--- config.mk ---
export PLATFORM = sky130hd
export DESIGN_NAME = uart_tx_arbiter_flat
export DESIGN_NICKNAME = d
export VERILOG_FILES = /design/src/rtl/uart_tx_arbiter_if.sv /design/src/rtl/uart_tx_arbiter.sv /design/src/flat_wrapper.sv
export SDC_FILE = /design/constraint.sdc
export NUM_CORES = 1
export LEC_CHECK = 0
export CAP_MARGIN = 15
export CELL_PAD_IN_SITES_DETAIL_PLACEMENT = 0
export CELL_PAD_IN_SITES_GLOBAL_PLACEMENT = 1
export CORE_ASPECT_RATIO = 0.5
export CORE_MARGIN = 8
export CORE_UTILIZATION = 32
export CTS_CLUSTER_DIAMETER = 40
export CTS_CLUSTER_SIZE = 20
export DETAILED_ROUTE_END_ITERATION = 7
export GPL_TIMING_DRIVEN = 0
export PLACE_DENSITY_LB_ADDON = 0.1
export SYNTH_ARGS = -nofsm -noshare
export SYNTH_HDL_FRONTEND = slang
export SYNTH_SLANG_ARGS = --single-unit
--- constraint.sdc ---
create_clock -name clk -period 1.6 [get_ports clk]
set_input_delay 0.16 -clock clk [delete_from_list [all_inputs] [get_ports clk]]
set_output_delay 0.16 -clock clk [all_outputs]
set_load 0.01 [all_outputs]
--- src/rtl/uart_tx_arbiter_if.sv ---
// ---------------------------------------------------------------------------
// uart_tx_arbiter_if
// Groups the two requester byte handshakes and the UART transmitter control
// and status signals that connect to uart_tx_arbiter.
//   req0_valid/req0_data/req0_ready : requester 0 byte handshake
//   req1_valid/req1_data/req1_ready : requester 1 byte handshake
//   tx_busy                         : transmitter is shifting a frame
//   tx_start/tx_data                : launch pulse and byte to the transmitter
//   grant                           : one-hot owner of the current frame
//   err_tmo                         : pulse when tx_busy never rose
//   frame_cnt                       : frames completed, wraps at 255
// modport master : environment side (requesters and transmitter)
// modport slave  : arbiter side
// ---------------------------------------------------------------------------
interface uart_tx_arbiter_if;
    logic       req0_valid;
    logic [7:0] req0_data;
    logic       req0_ready;
    logic       req1_valid;
    logic [7:0] req1_data;
    logic       req1_ready;
    logic       tx_busy;
    logic       tx_start;
    logic [7:0] tx_data;
    logic [1:0] grant;
    logic       err_tmo;
    logic [7:0] frame_cnt;

    modport master (
        output req0_valid, req0_data, req1_valid, req1_data, tx_busy,
        input  req0_ready, req1_ready, tx_start, tx_data, grant, err_tmo,
               frame_cnt
    );

    modport slave (
        input  req0_valid, req0_data, req1_valid, req1_data, tx_busy,
        output req0_ready, req1_ready, tx_start, tx_data, grant, err_tmo,
               frame_cnt
    );
endinterface

--- src/rtl/uart_tx_arbiter.sv ---
// ---------------------------------------------------------------------------
// uart_tx_arbiter
// Shares one UART transmitter between two byte requesters. A byte is taken
// only while idle and the transmitter is free, launched with a one-cycle
// tx_start, then the arbiter waits for tx_busy to rise (bounded by BUSY_TMO)
// and fall again before the next byte can be accepted.
// Ports:
//   clk  : clock, all state on posedge
//   rst  : asynchronous active-high reset
//   bus  : uart_tx_arbiter_if.slave (requester handshakes + transmitter)
// Parameters:
//   BURST_LEN : frames one owner may hold a tie (1..15, lock build only)
//   BUSY_TMO  : cycles allowed in WAIT_BUSY before timeout (2..255)
// Build option:
//   UART_TX_ARB_LOCK_EN : when defined, the current owner keeps tie priority
//   for up to BURST_LEN consecutive frames; otherwise ties alternate.
// ---------------------------------------------------------------------------
module uart_tx_arbiter #(
    parameter int BURST_LEN = 4,
    parameter int BUSY_TMO  = 8
) (
    input  logic              clk,
    input  logic              rst,
    uart_tx_arbiter_if.slave  bus
);

    generate
        if (BURST_LEN < 1 || BURST_LEN > 15) begin : g_bad_burst_len
            $error("uart_tx_arbiter: BURST_LEN must be 1..15");
        end
        if (BUSY_TMO < 2 || BUSY_TMO > 255) begin : g_bad_busy_tmo
            $error("uart_tx_arbiter: BUSY_TMO must be 2..255");
        end
    endgenerate

    typedef enum logic [1:0] {
        IDLE      = 2'd0,
        LAUNCH    = 2'd1,
        WAIT_BUSY = 2'd2,
        WAIT_DONE = 2'd3
    } state_t;

    localparam logic [7:0] TMO_LAST = 8'(BUSY_TMO - 1);

    state_t     state_q,      state_d;
    logic       tx_start_q,   tx_start_d;
    logic [7:0] tx_data_q,    tx_data_d;
    logic [1:0] grant_q,      grant_d;
    logic       err_tmo_q,    err_tmo_d;
    logic [7:0] frame_cnt_q,  frame_cnt_d;
    logic       last_owner_q, last_owner_d;
    logic [7:0] tmo_cnt_q,    tmo_cnt_d;

    logic tie_pick1;
    logic sel0, sel1;
    logic can_accept;
    logic accept;

`ifdef UART_TX_ARB_LOCK_EN
    logic [3:0] burst_cnt_q, burst_cnt_d;
    logic [3:0] burst_inc;

    // A nonzero count means the last owner is mid-burst and keeps the tie;
    // the count is cleared on reaching BURST_LEN so it never equals it here.
    always_comb begin
        tie_pick1 = ~last_owner_q;
        if (burst_cnt_q != 4'd0) begin
            tie_pick1 = last_owner_q;
        end
    end

    always_comb begin
        burst_cnt_d = burst_cnt_q;
        burst_inc   = 4'd0;
        if (accept) begin
            burst_inc = (sel1 != last_owner_q) ? 4'd1 : burst_cnt_q + 4'd1;
            burst_cnt_d = (burst_inc >= 4'(BURST_LEN)) ? 4'd0 : burst_inc;
        end
    end

    always_ff @(posedge clk or posedge rst) begin
        if (rst) begin
            burst_cnt_q <= 4'd0;
        end else begin
            burst_cnt_q <= burst_cnt_d;
        end
    end
`else
    // Plain round robin: a tie goes to whoever did not own the last frame.
    always_comb begin
        tie_pick1 = ~last_owner_q;
    end
`endif

    assign sel0       = bus.req0_valid & (~bus.req1_valid | ~tie_pick1);
    assign sel1       = bus.req1_valid & (~bus.req0_valid |  tie_pick1);
    // rst is part of the ready term so ready drops in the same cycle reset rises.
    assign can_accept = (state_q == IDLE) & ~bus.tx_busy & ~rst;
    assign accept     = can_accept & (sel0 | sel1);

    assign bus.req0_ready = can_accept & sel0;
    assign bus.req1_ready = can_accept & sel1;
    assign bus.tx_start   = tx_start_q;
    assign bus.tx_data    = tx_data_q;
    assign bus.grant      = grant_q;
    assign bus.err_tmo    = err_tmo_q;
    assign bus.frame_cnt  = frame_cnt_q;

    always_comb begin
        state_d      = state_q;
        tx_start_d   = 1'b0;
        err_tmo_d    = 1'b0;
        tx_data_d    = tx_data_q;
        grant_d      = grant_q;
        frame_cnt_d  = frame_cnt_q;
        last_owner_d = last_owner_q;
        tmo_cnt_d    = tmo_cnt_q;
        case (state_q)
            IDLE: begin
                if (accept) begin
                    tx_data_d    = sel1 ? bus.req1_data : bus.req0_data;
                    grant_d      = sel1 ? 2'b10 : 2'b01;
                    last_owner_d = sel1;
                    tx_start_d   = 1'b1;
                    state_d      = LAUNCH;
                end
            end
            LAUNCH: begin
                tmo_cnt_d = 8'd0;
                state_d   = WAIT_BUSY;
            end
            WAIT_BUSY: begin
                if (bus.tx_busy) begin
                    state_d = WAIT_DONE;
                end else if (tmo_cnt_q == TMO_LAST) begin
                    // Last allowed cycle without busy: give up on this frame.
                    err_tmo_d   = 1'b1;
                    frame_cnt_d = frame_cnt_q + 8'd1;
                    grant_d     = 2'b00;
                    state_d     = IDLE;
                end else begin
                    tmo_cnt_d = tmo_cnt_q + 8'd1;
                end
            end
            WAIT_DONE: begin
                if (!bus.tx_busy) begin
                    frame_cnt_d = frame_cnt_q + 8'd1;
                    grant_d     = 2'b00;
                    state_d     = IDLE;
                end
            end
            default: begin
                state_d = IDLE;
            end
        endcase
    end

    always_ff @(posedge clk or posedge rst) begin
        if (rst) begin
            state_q      <= IDLE;
            tx_start_q   <= 1'b0;
            tx_data_q    <= 8'h00;
            grant_q      <= 2'b00;
            err_tmo_q    <= 1'b0;
            frame_cnt_q  <= 8'h00;
            last_owner_q <= 1'b1;
            tmo_cnt_q    <= 8'd0;
        end else begin
            state_q      <= state_d;
            tx_start_q   <= tx_start_d;
            tx_data_q    <= tx_data_d;
            grant_q      <= grant_d;
            err_tmo_q    <= err_tmo_d;
            frame_cnt_q  <= frame_cnt_d;
            last_owner_q <= last_owner_d;
            tmo_cnt_q    <= tmo_cnt_d;
        end
    end

endmodule

--- src/flat_wrapper.sv ---
// flat-port wrapper written by rule: the top's interface ports become plain ports
module uart_tx_arbiter_flat 
#(
    parameter int BURST_LEN = 4,
    parameter int BUSY_TMO  = 8
)
  (clk, rst, bus_req0_valid, bus_req0_data, bus_req1_valid, bus_req1_data, bus_tx_busy, bus_req0_ready, bus_req1_ready, bus_tx_start, bus_tx_data, bus_grant, bus_err_tmo, bus_frame_cnt);
  uart_tx_arbiter_if bus_i ();
  input  logic clk;
  input  logic rst;
  input wire logic [$bits(bus_i.req0_valid)-1:0] bus_req0_valid;
  input wire logic [$bits(bus_i.req0_data)-1:0] bus_req0_data;
  input wire logic [$bits(bus_i.req1_valid)-1:0] bus_req1_valid;
  input wire logic [$bits(bus_i.req1_data)-1:0] bus_req1_data;
  input wire logic [$bits(bus_i.tx_busy)-1:0] bus_tx_busy;
  output wire logic [$bits(bus_i.req0_ready)-1:0] bus_req0_ready;
  output wire logic [$bits(bus_i.req1_ready)-1:0] bus_req1_ready;
  output wire logic [$bits(bus_i.tx_start)-1:0] bus_tx_start;
  output wire logic [$bits(bus_i.tx_data)-1:0] bus_tx_data;
  output wire logic [$bits(bus_i.grant)-1:0] bus_grant;
  output wire logic [$bits(bus_i.err_tmo)-1:0] bus_err_tmo;
  output wire logic [$bits(bus_i.frame_cnt)-1:0] bus_frame_cnt;
  assign bus_i.req0_valid = bus_req0_valid;
  assign bus_i.req0_data = bus_req0_data;
  assign bus_i.req1_valid = bus_req1_valid;
  assign bus_i.req1_data = bus_req1_data;
  assign bus_i.tx_busy = bus_tx_busy;
  assign bus_req0_ready = bus_i.req0_ready;
  assign bus_req1_ready = bus_i.req1_ready;
  assign bus_tx_start = bus_i.tx_start;
  assign bus_tx_data = bus_i.tx_data;
  assign bus_grant = bus_i.grant;
  assign bus_err_tmo = bus_i.err_tmo;
  assign bus_frame_cnt = bus_i.frame_cnt;
  uart_tx_arbiter #(.BURST_LEN(BURST_LEN), .BUSY_TMO(BUSY_TMO)) u_core (.clk(clk), .rst(rst), .bus(bus_i));
endmodule
; After elaboration in Yosys (flattened, before gate mapping)
; Index checks and enable logic that the tools add are counted.
; Widths: inputs -> output; s select.
[op_classes]
reduce_logical = 9
n_eq_ne = 10
bitwise_logic = 15
n_mux = 22
addsub = 2
[op_table]
columns = op, n
row1 = $mux 8, 6
row2 = $pmux 8 s2, 2
row3 = $add 8x1->8 const B, 2
row4 = $mux 2, 7
row5 = $eq 8x3->1 const B, 1
row6 = $pmux 2 s4, 1
row7 = $and 1x1->1, 7
row8 = $ne 2x2->1 const B, 3
row9 = $pmux 2 s3, 1
row10 = $reduce_and 3->1, 2
row11 = $mux 1, 5
row12 = $not 1->1, 5
row13 = $reduce_and 5->1, 1
row14 = $eq 2x2->1 const B, 2
row15 = $ne 2x1->1 const B, 2
row16 = $reduce_and 4->1, 1
row17 = $reduce_bool 2->1, 2
row18 = $ne 3x2->1 const B, 1
row19 = $or 1x1->1, 3
row20 = $reduce_bool 3->1, 1
row21 = $eq 2x1->1 const B, 1
row22 = $logic_not 2->1, 1
row23 = $reduce_and 2->1, 1
[totals]
ff_bits = 31
out_inout_bits = 22
elab_cells = 66
in_bits = 21

; Logic depth before layout (Yosys ltp)
; Gate-level depths: netlist (run 1).
[depth]
word_depth = 7
mapped_depth = 6
ltp_nobuf = 5

; Worst setup path before layout (run 1)
; Ideal clock, no wire load.
[synth_path]
kind = flip-flop to flip-flop
start = reg u_core.tmo_cnt_q[0]
end = reg u_core.frame_cnt_q[1] (netlist: u_core.bus.frame_cnt[1])
synth_period_minus_slack_ns = 1.537
stages_incl_launch_ff = 6
n_path_buf = 0
setup_slack_ns = 0.063
arrival_time_ns = 1.412
setup_time_ns = 0.125
t_required_ns = 1.475
path_cell_list = dfrtp_1 -> ha_1 -> and3b_1 -> a21oi_2 -> nor2_2 -> mux2_2
[synth_via]
elab_chain_cells = 3
[synth_rtl]
columns = item, line
row1 = start: declaration, uart_tx_arbiter.sv:52  ; logic [7:0] tmo_cnt_q, tmo_cnt_d;
row2 = start signal: assignment, uart_tx_arbiter.sv:176  ; tmo_cnt_q <= tmo_cnt_d;
row3 = $eq 8x3->1, uart_tx_arbiter.sv:135  ; end else if (tmo_cnt_q == TMO_LAST) begin
row4 = $ne 2x1->1 (no line), n/a
row5 = $reduce_and 4->1 (no line), n/a
row6 = end signal: assignment, uart_tx_arbiter.sv:174  ; frame_cnt_q <= frame_cnt_d;
row7 = end: declaration, uart_tx_arbiter.sv:50  ; logic [7:0] frame_cnt_q, frame_cnt_d;
; Every way passes these cells.
; A chain may end at the register's enable or synchronous reset.

; Worst setup path in the final report (run 1)
[layout_path]
start = reg u_core.tmo_cnt_q[3]
end = reg u_core.frame_cnt_q[1] (netlist: u_core.bus.frame_cnt[1])
; The elaborated chain is that of the path after synthesis.

==> results.yml, run 1 <==
sta:
  setup_violations: 1
  finalHoldViolCount: 0
  rsz0062_at_grt: "true"
  fin_crit_sh_pct: 101.9
  slew_headroom_pct: 49.49
  layout_setup_ws_ns: -0.03085
  worst_pin_slew_ns: 0.7568
  max_freq_ghz: 0.6132
  slew_viol_final: 0
  setup_tns_ns: -0.03085
  skew_ns: 0.003767
  holdWs_ns: 0.3495
  period_minus_slack_ns: 1.631
global_route:
  grt.overflow.total: 0
  first_global_vias: 1317
  grtUsageTotal_pct: 10.83
  grt_max_degree: 18
  antenna_found_initial: 0
  grt_pass1_wl_mm: 6.354
synth:
  synth_compound_area_share_pct: 10.70
  yosysWarnings: 0
  ys_seq_area_share_pct: 52.32
  synth-edff-count: 0
  yosys.area_share.xor_xnor_pct: 6.487
  synth_area_mm2: 0.001485
  muxShareOfSynthArea_pct: 6.150
  synthSimpleGateAreaFrac_pct: 19.38
  synthAdderAreaFrac_pct: 1.685
  syn_inst: 140
  ys_async_sr_fraction_pct: 100.0
  synth_top_family_by_area: "simple AND/OR/NAND/NOR gates"
  ys.flop_type: "dfrtp_1"
  synth-seq-cells: 31
  synth_cell_types: 38
  avgSynthCellArea_um2: 10.61
  synth_fp_nets: 163
finish:
  syn2layout_area_growth_pct: 54.17
  drive_gt1_share_pct: 22.66
  antenna_cells: 0
  fin_area_mm2: 0.002290
  fillers: 417
  final_nets: 225
floorplanning:
  die-area_mm2: 0.007209
  start_util_pct: 33.57
  fp-row-count: 17
  die_w_um: 112.3
  core_mm2: 0.004424
  io_pins: 43
  die_height_um: 64.17
routing:
  routed_via_density: 4.669
  drt-pass1-iter-count: 4
  wirelength_mm: 3.681
  drtIter0Drc: 41
  vias: 1214
  drtAntennaViolNets: 0
  drt-wirelength-per-cell_um: 14.16
  route.detailed.drc: 0
critical_path:
  critPathMaxStageDelay_ns: 0.44
  r2r_start: "u_core.tmo_cnt_q[3]$_DFFE_PP0P_"
  worst-r2r-setup-slack_ns: -0.03
  r2r_cells: 5
  crit_fanout: 3
  worstPathRequired_ns: 1.76
  cp-endpoint: "u_core.bus.frame_cnt[1]$_DFFE_PP0P_"
  endpoint_kind: "flop"
  crit_slowest_cell: "dfrtp_2"
  critPathKind: "reg -> reg"
  setup.worst_path.start_class: "flop"
  worstReg2RegEnd: "u_core.bus.frame_cnt[1]$_DFFE_PP0P_"
  crit_start: "u_core.tmo_cnt_q[3]$_DFFE_PP0P_"
  crit_chain: "nor4_4, a21oi_4, buf_6, nor2_4, mux2_4"
  arrival_ns: 1.79
run:
  cap_violations: 0
pwr:
  p_int_uw: 2091
  power.switching_uw: 1097
  clkPwrFrac_pct: 17.9
  power_density_mw_per_mm2: 1392
  pwr-share-seq_pct: 39.9
  p_leak_uw: 0.001019
  swShare_pct: 34.42
  combPwrFrac_pct: 42.3
  peakVddDrop_mv: 0.5186
place:
  placed_area_mm2: 0.002004
  dp_hpwl_mm: 2.629
  portBuffers: 42
  place_congestion: 0.7144
clock_network:
  cts_inserted_buffers: 5
  clk_latency_ns: 0.27
  clkSinkCount: 31
  clock-root-buffer: "clkbuf_8"
  clockBufferDepth: 2
  cts_tree: "done"
  path_clk_slew_ns: 0.06
  htree_levels: 2
status:
  status: "complete, but fails checks"
  failed_checks: "negative setup slack"
hold_path:
  worst_hold_path_type: "in -> reg"
==> repair_timing <==
action                                  in CTS  in global routing
setup buffers                                3                  9
gates resized for setup                     16                 26
hold buffers                                 0                  0
endpoints found under the setup margin      17                 27
pin swaps                                    5                 14
==> area by class of cell <==
cell class	instances	area [um^2]	area share, %
multi-input cells	100	762.0	33.28
well taps	57	71.32	3.115
repair buffers	55	540.5	23.61
plain buffers	5	40.04	1.749
clock buffers	8	80.08	3.497
flip-flops and latches	31	780.7	34.10
inverters	4	15.01	0.6557
==> synth_stat cells (2+ instances only) <==
| master | count | area (um^2) |
|---|---|---|
| ha_1 | 2 | 25.02 |
| xnor2_1 | 4 | 35.03 |
| inv_1 | 4 | 15.01 |
| buf_6 | 2 | 22.52 |
| o211ai_1 | 3 | 22.52 |
| nand2_1 | 20 | 75.07 |
| nor4_1 | 2 | 12.51 |
| o21ai_0 | 8 | 40.04 |
| a21oi_1 | 2 | 10.01 |
| clkbuf_1 | 2 | 7.510 |
| dfrtp_1 | 30 | 750.7 |
| nor4_4 | 2 | 42.54 |
| mux2i_1 | 8 | 80.08 |
| xor2_1 | 7 | 61.31 |
| nor3_1 | 4 | 20.02 |
| nor2_1 | 10 | 37.54 |
| nand3_1 | 6 | 30.03 |
| o21ai_1 | 3 | 15.01 |
| o31ai_1 | 2 | 15.01 |
==> registers in the layout (all words and copies together), names as in the netlist <==
register	count
u_core.state_q	2
u_core.bus.grant	2
u_core.bus.tx_data	8
u_core.bus.tx_start	1
u_core.last_owner_q	1
u_core.bus.frame_cnt	8
u_core.bus.err_tmo	1
u_core.tmo_cnt_q	8
==> worst max-delay path: cells and delay by family, from the launching register on <==
family / cells / cell delay [ns]
and+or+nand+nor: 2 / 0.53
DFF: 1 / 0.44
muxes: 1 / 0.31
buffers and inverters: 1 / 0.14
AOI/OAI and AO/OA: 1 / 0.10
==> worst min path at each step <==
stage                                                endpoint  slack (ns)                                 from  depth (start not counted)
after floorplan               u_core.last_owner_q$_DFFE_PP1P_        0.23                       bus_req0_valid                          1
after global placement      u_core.bus.tx_data[5]$_DFFE_PP0P_        0.46    u_core.bus.tx_data[5]$_DFFE_PP0P_                          2
after detailed placement  u_core.bus.frame_cnt[7]$_DFFE_PP0P_        0.47  u_core.bus.frame_cnt[7]$_DFFE_PP0P_                          1
after CTS                       u_core.state_q[0]$_DFFE_PP0P_        0.35                          bus_tx_busy                          3
after global routing            u_core.state_q[0]$_DFFE_PP0P_        0.38                          bus_tx_busy                          3
final                           u_core.state_q[0]$_DFFE_PP0P_        0.35                          bus_tx_busy                          3
==> cells by family (layout without fill, tap and decap cells) <==
kind of cell	count (synthesis)	count (layout)
XOR/XNOR	11	11
buffers and inverters	9	72
adder cells (fa/ha/maj)	2	2
multiplexers	9	9
AO/OA/AOI/OAI	25	25
flip-flops	31	31
AND/OR/NAND/NOR	53	53
==> placed cells by master, fill, tap and decap left out, drive strengths merged, types with 5 or more instances in the layout <==
cell and count:
clkdlybuf4s50 39, dfrtp 30, nand2 20, buf 20, nor2 11, o21ai 11
mux2i 8, clkbuf 8, xor2 7, nand3 6, nor4 5
==> stage by stage <==
step	std cells	setup WS (ns)	total power [uW]	utilization, %
final	260	-0.03085	3188	51.75
after global routing	260	-0.1448	3448	51.75
after CTS	251	-0.03185	3054	48.39
after detailed placement	240	-0.5820	2395	45.31
after global placement	239	-0.5933	2378	44.68
after floorplan	140	0.06284	1809	-
==> power by group through the flow <==
stage / Sequential, uW / Clock [uW] / Combinational [uW]
after global placement: 1280 / 0 / 1100
after global routing: 1320 / 648 / 1480
after floorplan: 1330 / 0 / 482
after detailed placement: 1280 / 0 / 1120
final: 1270 / 570 / 1350
after CTS: 1270 / 602 / 1180
==> layer usage <==
layer | global-route usage [%] | routed length (um) | vias to the layer above
li1 | - | - | 607
met1 | 12.77 | 1709 | 574
met2 | 16.60 | 1607 | 31
met3 | 6.461 | 349 | 2
met4 | 2.496 | 15 | 0
met5 | 0 | 0 | -
Note: power is estimated with default switching activity, not from simulation.
==> run 2: changes to the inputs <==
- REMOVE_ABC_BUFFERS: default -> 1
- TNS_END_PERCENT: default -> 20
==> results.yml, run 2 (synthesized netlist as in run 1, its figures left out) <==
sta:
  layout_setup_ws_ns: 0.009250
  fin_crit_sh_pct: 99.42
  worst_pin_slew_ns: 0.4493
  holdWs_ns: 0.2762
  period_minus_slack_ns: 1.591
  setup_violations: 0
  slew_headroom_pct: 70.01
  max_freq_ghz: 0.6286
  finalHoldViolCount: 0
  slew_viol_final: 0
  skew_ns: 0.01071
  setup_tns_ns: 0
  rsz0062_at_grt: "true"
critical_path:
  r2r_start: "u_core.tmo_cnt_q[3]$_DFFE_PP0P_"
  worst-r2r-setup-slack_ns: 0.009
  endpoint_kind: "output pin"
  crit_start: "u_core.state_q[1]$_DFFE_PP0P_"
  crit_fanout: 6
  r2r_cells: 4
  critPathKind: "reg -> out"
  worstPathRequired_ns: 1.44
  setup.worst_path.start_class: "flop"
  arrival_ns: 1.43
  worstReg2RegEnd: "u_core.bus.frame_cnt[1]$_DFFE_PP0P_"
status:
  status: "complete, no violations"
routing:
  drt-wirelength-per-cell_um: 13.28
  routed_via_density: 4.531
  drt-met1-wl_mm: 1.665
  wl_met2_mm: 1.522
  wirelength_mm: 3.427
  drtIter0Drc: 48
  vias: 1169
  dr_wl_met3_um: 212
  route.detailed.drc: 0
  drt-pass1-iter-count: 4
  top_layer: "met4"
  drtAntennaViolNets: 0
global_route:
  first_global_vias: 1141
  antenna_found_initial: 0
  grt.overflow.total: 0
  grt_pass1_wl_mm: 5.678
  grtUsageTotal_pct: 9.703
  grt_max_degree: 24
finish:
  final_nets: 223
  fillers: 422
  syn2layout_area_growth_pct: 50.38
  final_util_pct: 50.48
  ff_latch_area_um2: 780.7
  final_cell_mix: "clkdlybuf4s50_1, dfrtp_1, nand2_1"
  final_common_cell: "clkdlybuf4s50_1"
  multiInputGateArea_um2: 724.4
  drive_gt1_share_pct: 21.89
  antenna_cells: 0
pwr:
  combPwrFrac_pct: 39.3
  power.switching_uw: 1057
  clkPwrFrac_pct: 19.1
  swShare_pct: 34.17
  power_density_mw_per_mm2: 1386
  p_leak_uw: 0.0009975
  peakVddDrop_mv: 0.5465
  pwr-share-seq_pct: 41.6
  p_int_uw: 2037
clock_network:
  clk_latency_ns: 0.28
  clockBufferDepth: 2
  path_clk_slew_ns: 0.07
  clkSinkCount: 31
  htree_levels: 2
  cts_tree: "done"
  clock-root-buffer: "clkbuf_8"
  cts_inserted_buffers: 5
  ctsHoldBuffers: 0
floorplanning:
  core_mm2: 0.004424
  fp-row-count: 17
  start_util_pct: 33.57
  die_height_um: 64.17
  die_w_um: 112.3
  io_pins: 43
  die-area_mm2: 0.007209
run:
  cap_violations: 0
place:
  dp_hpwl_mm: 2.472
  portBuffers: 42
  dp_slack_ns: -0.5307
  place_congestion: 0.6861
hold_path:
  worst_hold_path_type: "in -> async"
[run 2: per-layer routing]
layer / track usage [%] / up-vias
met4: 3.494 / 0
li1: - / 605
met2: 14.67 / 22
met3: 4.401 / 2
met5: 0 / -
met1: 12.00 / 540
[run 2: repair_timing]
item                                    4_1_cts  5_1_grt
buffers inserted                              4        9
endpoints found under the setup margin       23       15
pin swaps                                     2        7
resized for setup                            14       11
endpoints found under the hold margin         0        0
[run 2: final cells by class]
cell class                      instances  area share, %
Tap cell                               57          3.193
Clock buffer                            7          3.417
Timing Repair Buffer                   58          25.10
Inverter                                4         0.6723
Sequential cell                        31          34.96
Multi-Input combinational cell        100          32.44
Clock inverter                          1         0.2241
[run 2: power by group through the flow]
stage / Clock [uW] / Combinational, uW / Sequential (uW)
3_5_place_dp: 0 / 1060 / 1300
2_1_floorplan: 0 / 427 / 1340
3_3_place_gp: 0 / 1030 / 1300
4_1_cts: 617 / 1110 / 1300
5_1_grt: 660 / 1340 / 1330
6_report: 590 / 1220 / 1290
[run 2: metrics by stage]
stage / power [uW] / instances / area [um^2]
final: 3095 / 258 / 2233
after global routing: 3329 / 258 / 2233
after CTS: 3023 / 249 / 2123
after detailed placement: 2351 / 237 / 1986
after global placement: 2331 / 234 / 1943
after floorplan: 1768 / 135 / 1451
[run 2: worst max-delay path by stage]
stage / endpoint / slack [ns] / depth (start not counted)
floorplan: u_core.bus.grant[1]$_DFFE_PP0P_ / -0.28 / 3
global placement: bus_req1_ready / -1.54 / 4
detailed placement: bus_req0_ready / -0.53 / 5
CTS: u_core.bus.frame_cnt[1]$_DFFE_PP0P_ / -0.05 / 4
global route: bus_req1_ready / -0.06 / 3
finish: bus_req0_ready / 0.009 / 5
[run 2: critical path, stage by stage, from the launching register on]
cell and delay (ns):
dfrtp_2 0.45, nor4_4 0.24, buf_4 0.17, nand2_4 0.05
nor2_2 0.10, buf_2 0.13
